$ cat src/rtl/if_id_ex_trace_tracker.sv
// rtl/if_id_ex_trace_tracker.sv - IF/ID/EX stage timestamp tracer emitting one record per instruction.
// Optional wrong-path flush on jump_done: define TRACE_JUMP_FLUSH_EN.
module if_id_ex_trace_tracker #(
  parameter int ADDR_WIDTH   = 32,
  parameter int DATA_WIDTH   = 32,
  parameter int BUFFER_DEPTH = 8
) (
  input  logic                  clk,
  input  logic                  rst,
  input  logic                  instr_req,
  input  logic [ADDR_WIDTH-1:0] instr_addr,
  input  logic                  instr_grant,
  input  logic                  instr_rvalid,
  input  logic [DATA_WIDTH-1:0] instr_rdata,
  input  logic                  is_decoding,
  input  logic                  id_ready,
  input  logic                  jump_done,
  input  logic                  ex_ready,
  output logic                  trace_data_ready,
  output logic [ADDR_WIDTH-1:0] trace_addr,
  output logic [DATA_WIDTH-1:0] trace_instr,
  output logic [31:0]           if_start,
  output logic [31:0]           if_end,
  output logic [31:0]           id_start,
  output logic [31:0]           id_end,
  output logic [31:0]           ex_start,
  output logic [31:0]           ex_end,
  output logic                  overflow
);
  localparam int PW = $clog2(BUFFER_DEPTH);

  typedef struct packed {
    logic [ADDR_WIDTH-1:0] addr;
    logic [DATA_WIDTH-1:0] instr;
    logic [31:0]           if_start;
    logic [31:0]           if_end;
  } fetch_rec_t;

  logic [31:0]           counter;
  logic                  pending;
  logic [ADDR_WIDTH-1:0] pend_addr;
  logic [31:0]           pend_ts;
  fetch_rec_t            mem [BUFFER_DEPTH];
  logic [PW-1:0]         wr_ptr, rd_ptr, rd_ptr_next;
  logic [PW:0]           count;
  logic                  id_active;
  logic [31:0]           id_start_ts;
  logic                  ex_valid;
  fetch_rec_t            ex_rec;
  logic [31:0]           ex_id_start, ex_id_end, ex_ex_start;

  logic flush, push_req, push_ok, capture, pop, drop, keep;
  logic fifo_empty, fifo_full, ex_free, id_xfer;

`ifdef TRACE_JUMP_FLUSH_EN
  assign flush = jump_done;
`else
  logic unused_jump_done;
  assign flush            = 1'b0;
  assign unused_jump_done = jump_done;
`endif

  assign fifo_empty  = (count == '0);
  assign fifo_full   = (count == (PW+1)'(BUFFER_DEPTH));
  // A new grant is accepted in the same cycle the outstanding fetch returns.
  assign push_req    = instr_rvalid & pending & ~flush;
  assign capture     = instr_req & instr_grant & (~pending | instr_rvalid) & ~flush;
  assign ex_free     = ex_valid & ex_ready;
  assign id_xfer     = id_active & id_ready & (~ex_valid | ex_free);
  assign pop         = id_xfer;
  assign push_ok     = push_req & (~fifo_full | pop);
  assign drop        = push_req & fifo_full & ~pop;
  assign keep        = id_active & ~pop;
  assign rd_ptr_next = pop ? rd_ptr + PW'(1) : rd_ptr;

  always_ff @(posedge clk) begin
    if (push_ok) mem[wr_ptr] <= '{pend_addr, instr_rdata, pend_ts, counter};
  end

  always_ff @(posedge clk or posedge rst) begin
    if (rst) begin
      counter     <= 32'hFFFF_FFFF;
      pending     <= 1'b0;
      pend_addr   <= '0;
      pend_ts     <= '0;
      wr_ptr      <= '0;
      rd_ptr      <= '0;
      count       <= '0;
      overflow    <= 1'b0;
      id_active   <= 1'b0;
      id_start_ts <= '0;
    end else begin
      counter <= counter + 32'd1;

      if (flush) begin
        pending <= 1'b0;
      end else if (capture) begin
        pending   <= 1'b1;
        pend_addr <= instr_addr;
        pend_ts   <= counter;
      end else if (push_req) begin
        pending <= 1'b0;
      end

      // On a flush only an already-active head survives.
      if (flush) begin
        rd_ptr <= rd_ptr_next;
        wr_ptr <= rd_ptr_next + PW'(keep);
        count  <= (PW+1)'(keep);
      end else begin
        rd_ptr <= rd_ptr_next;
        if (push_ok) wr_ptr <= wr_ptr + PW'(1);
        count <= count + (PW+1)'(push_ok) - (PW+1)'(pop);
      end

      if (drop) overflow <= 1'b1;

      if (id_xfer) begin
        id_active <= 1'b0;
      end else if (~fifo_empty & is_decoding & ~id_active & ~flush) begin
        id_active   <= 1'b1;
        id_start_ts <= counter;
      end
    end
  end

  always_ff @(posedge clk or posedge rst) begin
    if (rst) begin
      ex_valid         <= 1'b0;
      ex_rec           <= '0;
      ex_id_start      <= '0;
      ex_id_end        <= '0;
      ex_ex_start      <= '0;
      trace_data_ready <= 1'b0;
      trace_addr       <= '0;
      trace_instr      <= '0;
      if_start         <= '0;
      if_end           <= '0;
      id_start         <= '0;
      id_end           <= '0;
      ex_start         <= '0;
      ex_end           <= '0;
    end else begin
      if (id_xfer) begin
        ex_valid    <= 1'b1;
        ex_rec      <= mem[rd_ptr];
        ex_id_start <= id_start_ts;
        ex_id_end   <= counter;
        ex_ex_start <= counter + 32'd1;
      end else if (ex_free) begin
        ex_valid <= 1'b0;
      end

      trace_data_ready <= ex_free;
      if (ex_free) begin
        trace_addr  <= ex_rec.addr;
        trace_instr <= ex_rec.instr;
        if_start    <= ex_rec.if_start;
        if_end      <= ex_rec.if_end;
        id_start    <= ex_id_start;
        id_end      <= ex_id_end;
        ex_start    <= ex_ex_start;
        ex_end      <= counter;
      end
    end
  end
endmodule

$ cat config.mk
export PLATFORM = sky130hd
export DESIGN_NAME = if_id_ex_trace_tracker
export DESIGN_NICKNAME = d
export VERILOG_FILES = /design/src/rtl/if_id_ex_trace_tracker.sv
export SDC_FILE = /design/constraint.sdc
export NUM_CORES = 2
export LEC_CHECK = 0
export ABC_CLOCK_PERIOD_IN_PS = 28300
export CAP_MARGIN = 20
export CORE_ASPECT_RATIO = 1.75
export CORE_MARGIN = 2
export CORE_UTILIZATION = 34
export DETAILED_ROUTE_END_ITERATION = 7
export SLEW_MARGIN = 20
export SYNTH_ARGS = -nofsm -noshare
export SYNTH_HDL_FRONTEND = slang
export SYNTH_SLANG_ARGS = --single-unit
$ cat constraint.sdc
create_clock -name clk -period 28.3 [get_ports clk]
set_clock_uncertainty 0.05 [all_clocks]
set_input_delay 4.245 -clock clk [delete_from_list [all_inputs] [get_ports clk]]
set_output_delay 4.245 -clock clk [all_outputs]
set_load 0.05 [all_outputs]
== Word level (Yosys, flattened, before mapping) ==
Memory sizes are Yosys's and may differ from the RTL's. A register that Yosys moved wholly into a read port is not among the register bits.
Cells that the tools add are included.
Word-level totals
  memory bits (read-only): 0
  flip-flop bits (word level): 495
  output and inout bits: 258
  memories: 1
  input port bits: 73
  latch bits: 0
  memory bits (writable): 1024
Cells by class
  multiply operators: 0
  reduce and logical (&&, ||, !) cells: 5
  bitwise gates (word level): 20
  divide/modulo/power cells: 0
  add/sub/neg operators: 5
  shift-type cells: 0
  mux-type cells: 8
  equality and inequality tests: 1
  $lt $le $gt $ge: 0
Memory list
  mem: depth 8, bits a word 128, rd ports 1, clocked after Yosys merged registers in 1, wr ports 1, RTL line 43  | fetch_rec_t mem [BUFFER_DEPTH];
Operators by type and width (count)
  $add A32 B1 Y32 const B: 1
  $and A1 B1 Y1: 11
  $mux W1: 8
  $add A3 B1 Y3 const B: 2
  $not A1 Y1: 6
  $reduce_bool A2 Y1: 3
  $add A4 B1 Y4: 1
  $eq A4 B4 Y1 const B: 1
  $logic_not A4 Y1: 1
  $sub A4 B1 Y4: 1
  $or A1 B1 Y1: 3
  $reduce_and A2 Y1: 1

== Longest topological paths before layout ==
  depth in word-level cells: 7
  depth in mapped cells: 9

== Worst setup path after synthesis ==
No wires, ideal clock.
  kind: input to register
  start: input port id_ready
  end: memory mem[0][0] (netlist name) (enable)
  slack: 13.664 ns
  stages: 4
  required time: 27.478 ns
  arrival time: 13.815 ns
  path through: nand2_1 -> o211ai_1 -> or3b_2 -> nor3_1
On the way
  word-level cells in the longest chain between the ends: 6
Ends and longest elaborated chain
  from (decl): RTL line 16  | input logic id_ready,
  $and A1 B1 Y1 (2 in a row): RTL line 69  | assign id_xfer = id_active & id_ready & (~ex_valid | ex_free);
  $or A1 B1 Y1: RTL line 71  | assign push_ok = push_req & (~fifo_full | pop);
  $and A1 B1 Y1: RTL line 71
  $mux W1: RTL line 77  | if (push_ok) mem[wr_ptr] <= '{pend_addr, instr_rdata, pend_ts, counter};
  $mux W1 (implied by the code): RTL line 77
  to (decl): RTL line 43
No other way between the ends.

== Worst setup path after layout ==
  start: input port id_ready
  end: memory mem[2][72] (netlist name) (enable)
The elaborated chain is that of the path after synthesis.

==> reports/results.ini <==
[run_status]
status=completed

[timing]
max_freq_mhz=126
min_period_ns=7.96
fin_setup_tns_ns=0
whs_ns=0.410
hold_violations=0
slew_headroom_pct=27.6
slew_viol_final=0
tightest_slew_ns=1.09
rsz0062_at_grt=no
setup_viol=0
post-route-period-util_pct=28.1

[grt]
use_met3_pct=3.69
grtUsageMet1_pct=18.5
grt_start_max_net_pins=157
antenna_found_initial=5
grtUsageTotal_pct=15.1
use_met2_pct=26.1
grt_busiest_layer=met2
grt_pass1_wl_mm=211
grt_pass1_vias=32962
grt-ovfl-total=0

[placement]
port_buffers=329
placed_area_sq_mm=0.0676
dp.cells=5854
dp_hpwl_mm=76.4
routabilityCongestion=0.735

[die]
initial_core_util_pct=34.2
ios=331
fp-row-count=206
die_height_um=566
core_area_sq_mm=0.180
dieWidth_um=325
die_area_sq_mm=0.184

[critical_path]
worstPathArrival_ns=8.31
end_kind=flop
startpoint_type=primary input
path_delay_family=buffers and inverters
cp_max_fo=35
cp_slowest_cell=nor2_4
worst_path_most_repeated_cell=buf_4
crit_chain=clkdlybuf4s50_1 -> nand2_1 -> o211ai_1 -> or3b_2 -> nor2_4 -> buf_4 -> buf_4
max_stage_delay_ns=0.81
crit_type=in -> reg
worstPathRequired_ns=28.65
critPathBufInv=3

[synth]
netlist_instances=3259
synth_ff_type=edfxtp_1
syn_nets=3341
synth_xor_area_share_pct=0.314
synthTopCellsByArea=edfxtp_1 (50%), dfrtp_1 (24%), mux4_2 (9.4%)
ys_seq_elements=1647
yosys-mux-area-fraction_pct=18.0
synth_top_area_share_pct=50.0
yosys.area_share.simple_pct=3.14
synth-compound-area-share_pct=1.63
synth_top_family_by_area=multiplexers
synth_cell_types=43
synth.largest_area_cell=edfxtp_1
synth_area_sq_mm=0.0615
syn_avg_cell_area_sq_um=18.9
synth-edff-count=1024
synth_fa_ha_area_share_pct=0.195
synth_seq_area_share_pct=75.5
async_flop_share_pct=37.8
yosys_warnings=0

[power_and_ir_drop]
p_leak_nw=26.7
power_frac_seq_pct=43.8
power_frac_clock_pct=29.8
peakVddDrop_mv=0.0836
power.density_mw_per_mm2=97.9
p_sw_mw=2.22
power_frac_comb_pct=26.4
p_int_mw=4.91
swShare_pct=31.1

[drt]
wl_per_cell_um=22.7
ant_nets=0
wirelength_mm=139
drt_iter0_markers=1868
drc=0
drt_first_pass_iters=5
vias=30185
vias_per_cell=4.91

[cells_and_area]
final_common_cell=edfxtp_1
final_util_pct=40.5
fin_nets=3710
area_growth_pct=18.5
final_cells=6145
regMostFlops=mem
drive_above_1_share_pct=25.4
reg.largest.list=mem x1024, ex_rec x128
fin_area_sq_mm=0.0728
final_cell_mix=edfxtp_1 (1024), dfrtp_1 (588), nand2_1 (357)
largest_register_ffs=1024
num-fill-cells=16336

[clocking]
cts_resized=0
cts_tree=done
cts_htree_levels=4
clockRootBuffer=clkbuf_16
cts.sinks=1647
clk_latency_ns=0.82
path_clk_slew_ns=0.06
cts_hold_buf=0
post_cts_buffers=0
numCtsBuffers=163
clk_path_buf_depth=4

[worst_hold_path]
hold_class=reg -> reg

[run]
maxCapViolCount=0

-- worst paths after layout --
kind | from | endpoint | slack, ns | cells past startpoint
worst max register to register | id_active$_DFFE_PP0P_ | mem[2][72]$_DFFE_PP_ | 23.83 | 6
worst max-delay path | id_ready | mem[2][72]$_DFFE_PP_ | 20.34 | 7
min in group asynchronous | rst | trace_instr[26]$_DFFE_PP0P_ | 3.91 | 2
worst min register to register | id_start_ts[6]$_DFFE_PP0P_ | ex_id_start[6]$_DFFE_PP0P_ | 0.41 | 2
max in group asynchronous | rst | ex_ex_start[2]$_DFFE_PP0P_ | 20.66 | 6
worst min-delay path | id_start_ts[6]$_DFFE_PP0P_ | ex_id_start[6]$_DFFE_PP0P_ | 0.41 | 2
-- worst register-to-register path, cell delays in order (launching register included) --
cell      delay, ns
dfrtp_1        0.37
nand2_1        0.30
o211ai_1       0.50
or3b_2         0.62
nor2_4         0.81
buf_4          0.65
buf_4          0.70
-- stage by stage --
step	worst slack, ns	total power [mW]
3_3_place_gp	19.47	5.07
5_1_grt	19.92	7.48
2_1_floorplan	6.61	4.48
4_1_cts	20.23	7.26
3_5_place_dp	19.37	5.11
6_report	20.34	7.13
-- power groups by stage --
stage                     registers [mW]  clock network, mW  logic, mW
after global routing                3.17               2.28       2.03
after CTS                           3.13               2.19       1.94
after global placement              3.18                  0       1.90
final                               3.12               2.13       1.89
after detailed placement            3.18                  0       1.93
after floorplan                     3.50                  0      0.988
-- logic make-up after synthesis --
kind of cell / Yosys count
AO/OA/AOI/OAI: 186
XOR/XNOR: 22
adder cells (fa/ha/maj): 9
buffers and inverters: 196
flip-flops: 1647
multiplexers: 740
AND/OR/NAND/NOR: 459
-- synthesized netlist by cell type (8+ instances only) --
master,count
a31oi_1,13
mux2i_1,129
edfxtp_1,1024
xnor2_1,11
dfrtp_1,591
nand4_1,20
buf_1,14
ha_1,8
buf_2,31
mux4_2,256
nand2_1,358
mux2_2,355
nor2_1,29
dfstp_2,32
nor3_1,10
inv_1,18
o21ai_0,151
xor2_1,11
nand3_1,11
clkbuf_1,131
-- cell type report --
type / instances / area, sq um / share of cell area [%]
flip-flops and latches: 1647 / 46400 / 63.7
multi-input cells: 1416 / 14400 / 19.8
clock buffers: 216 / 4480 / 6.14
repair buffers: 382 / 3820 / 5.24
well taps: 2392 / 2990 / 4.11
clock inverters: 73 / 691 / 0.948
inverters: 18 / 82.6 / 0.113
diodes: 1 / 2.50 / 0.00344
-- metal layers --
metal | wire [um] | vias to the layer above
met5 | 29 | -
met4 | 3920 | 4
met3 | 7890 | 240
met2 | 70100 | 648
met1 | 57500 | 16085
li1 | - | 13208
(Power assumes the default switching activity.)
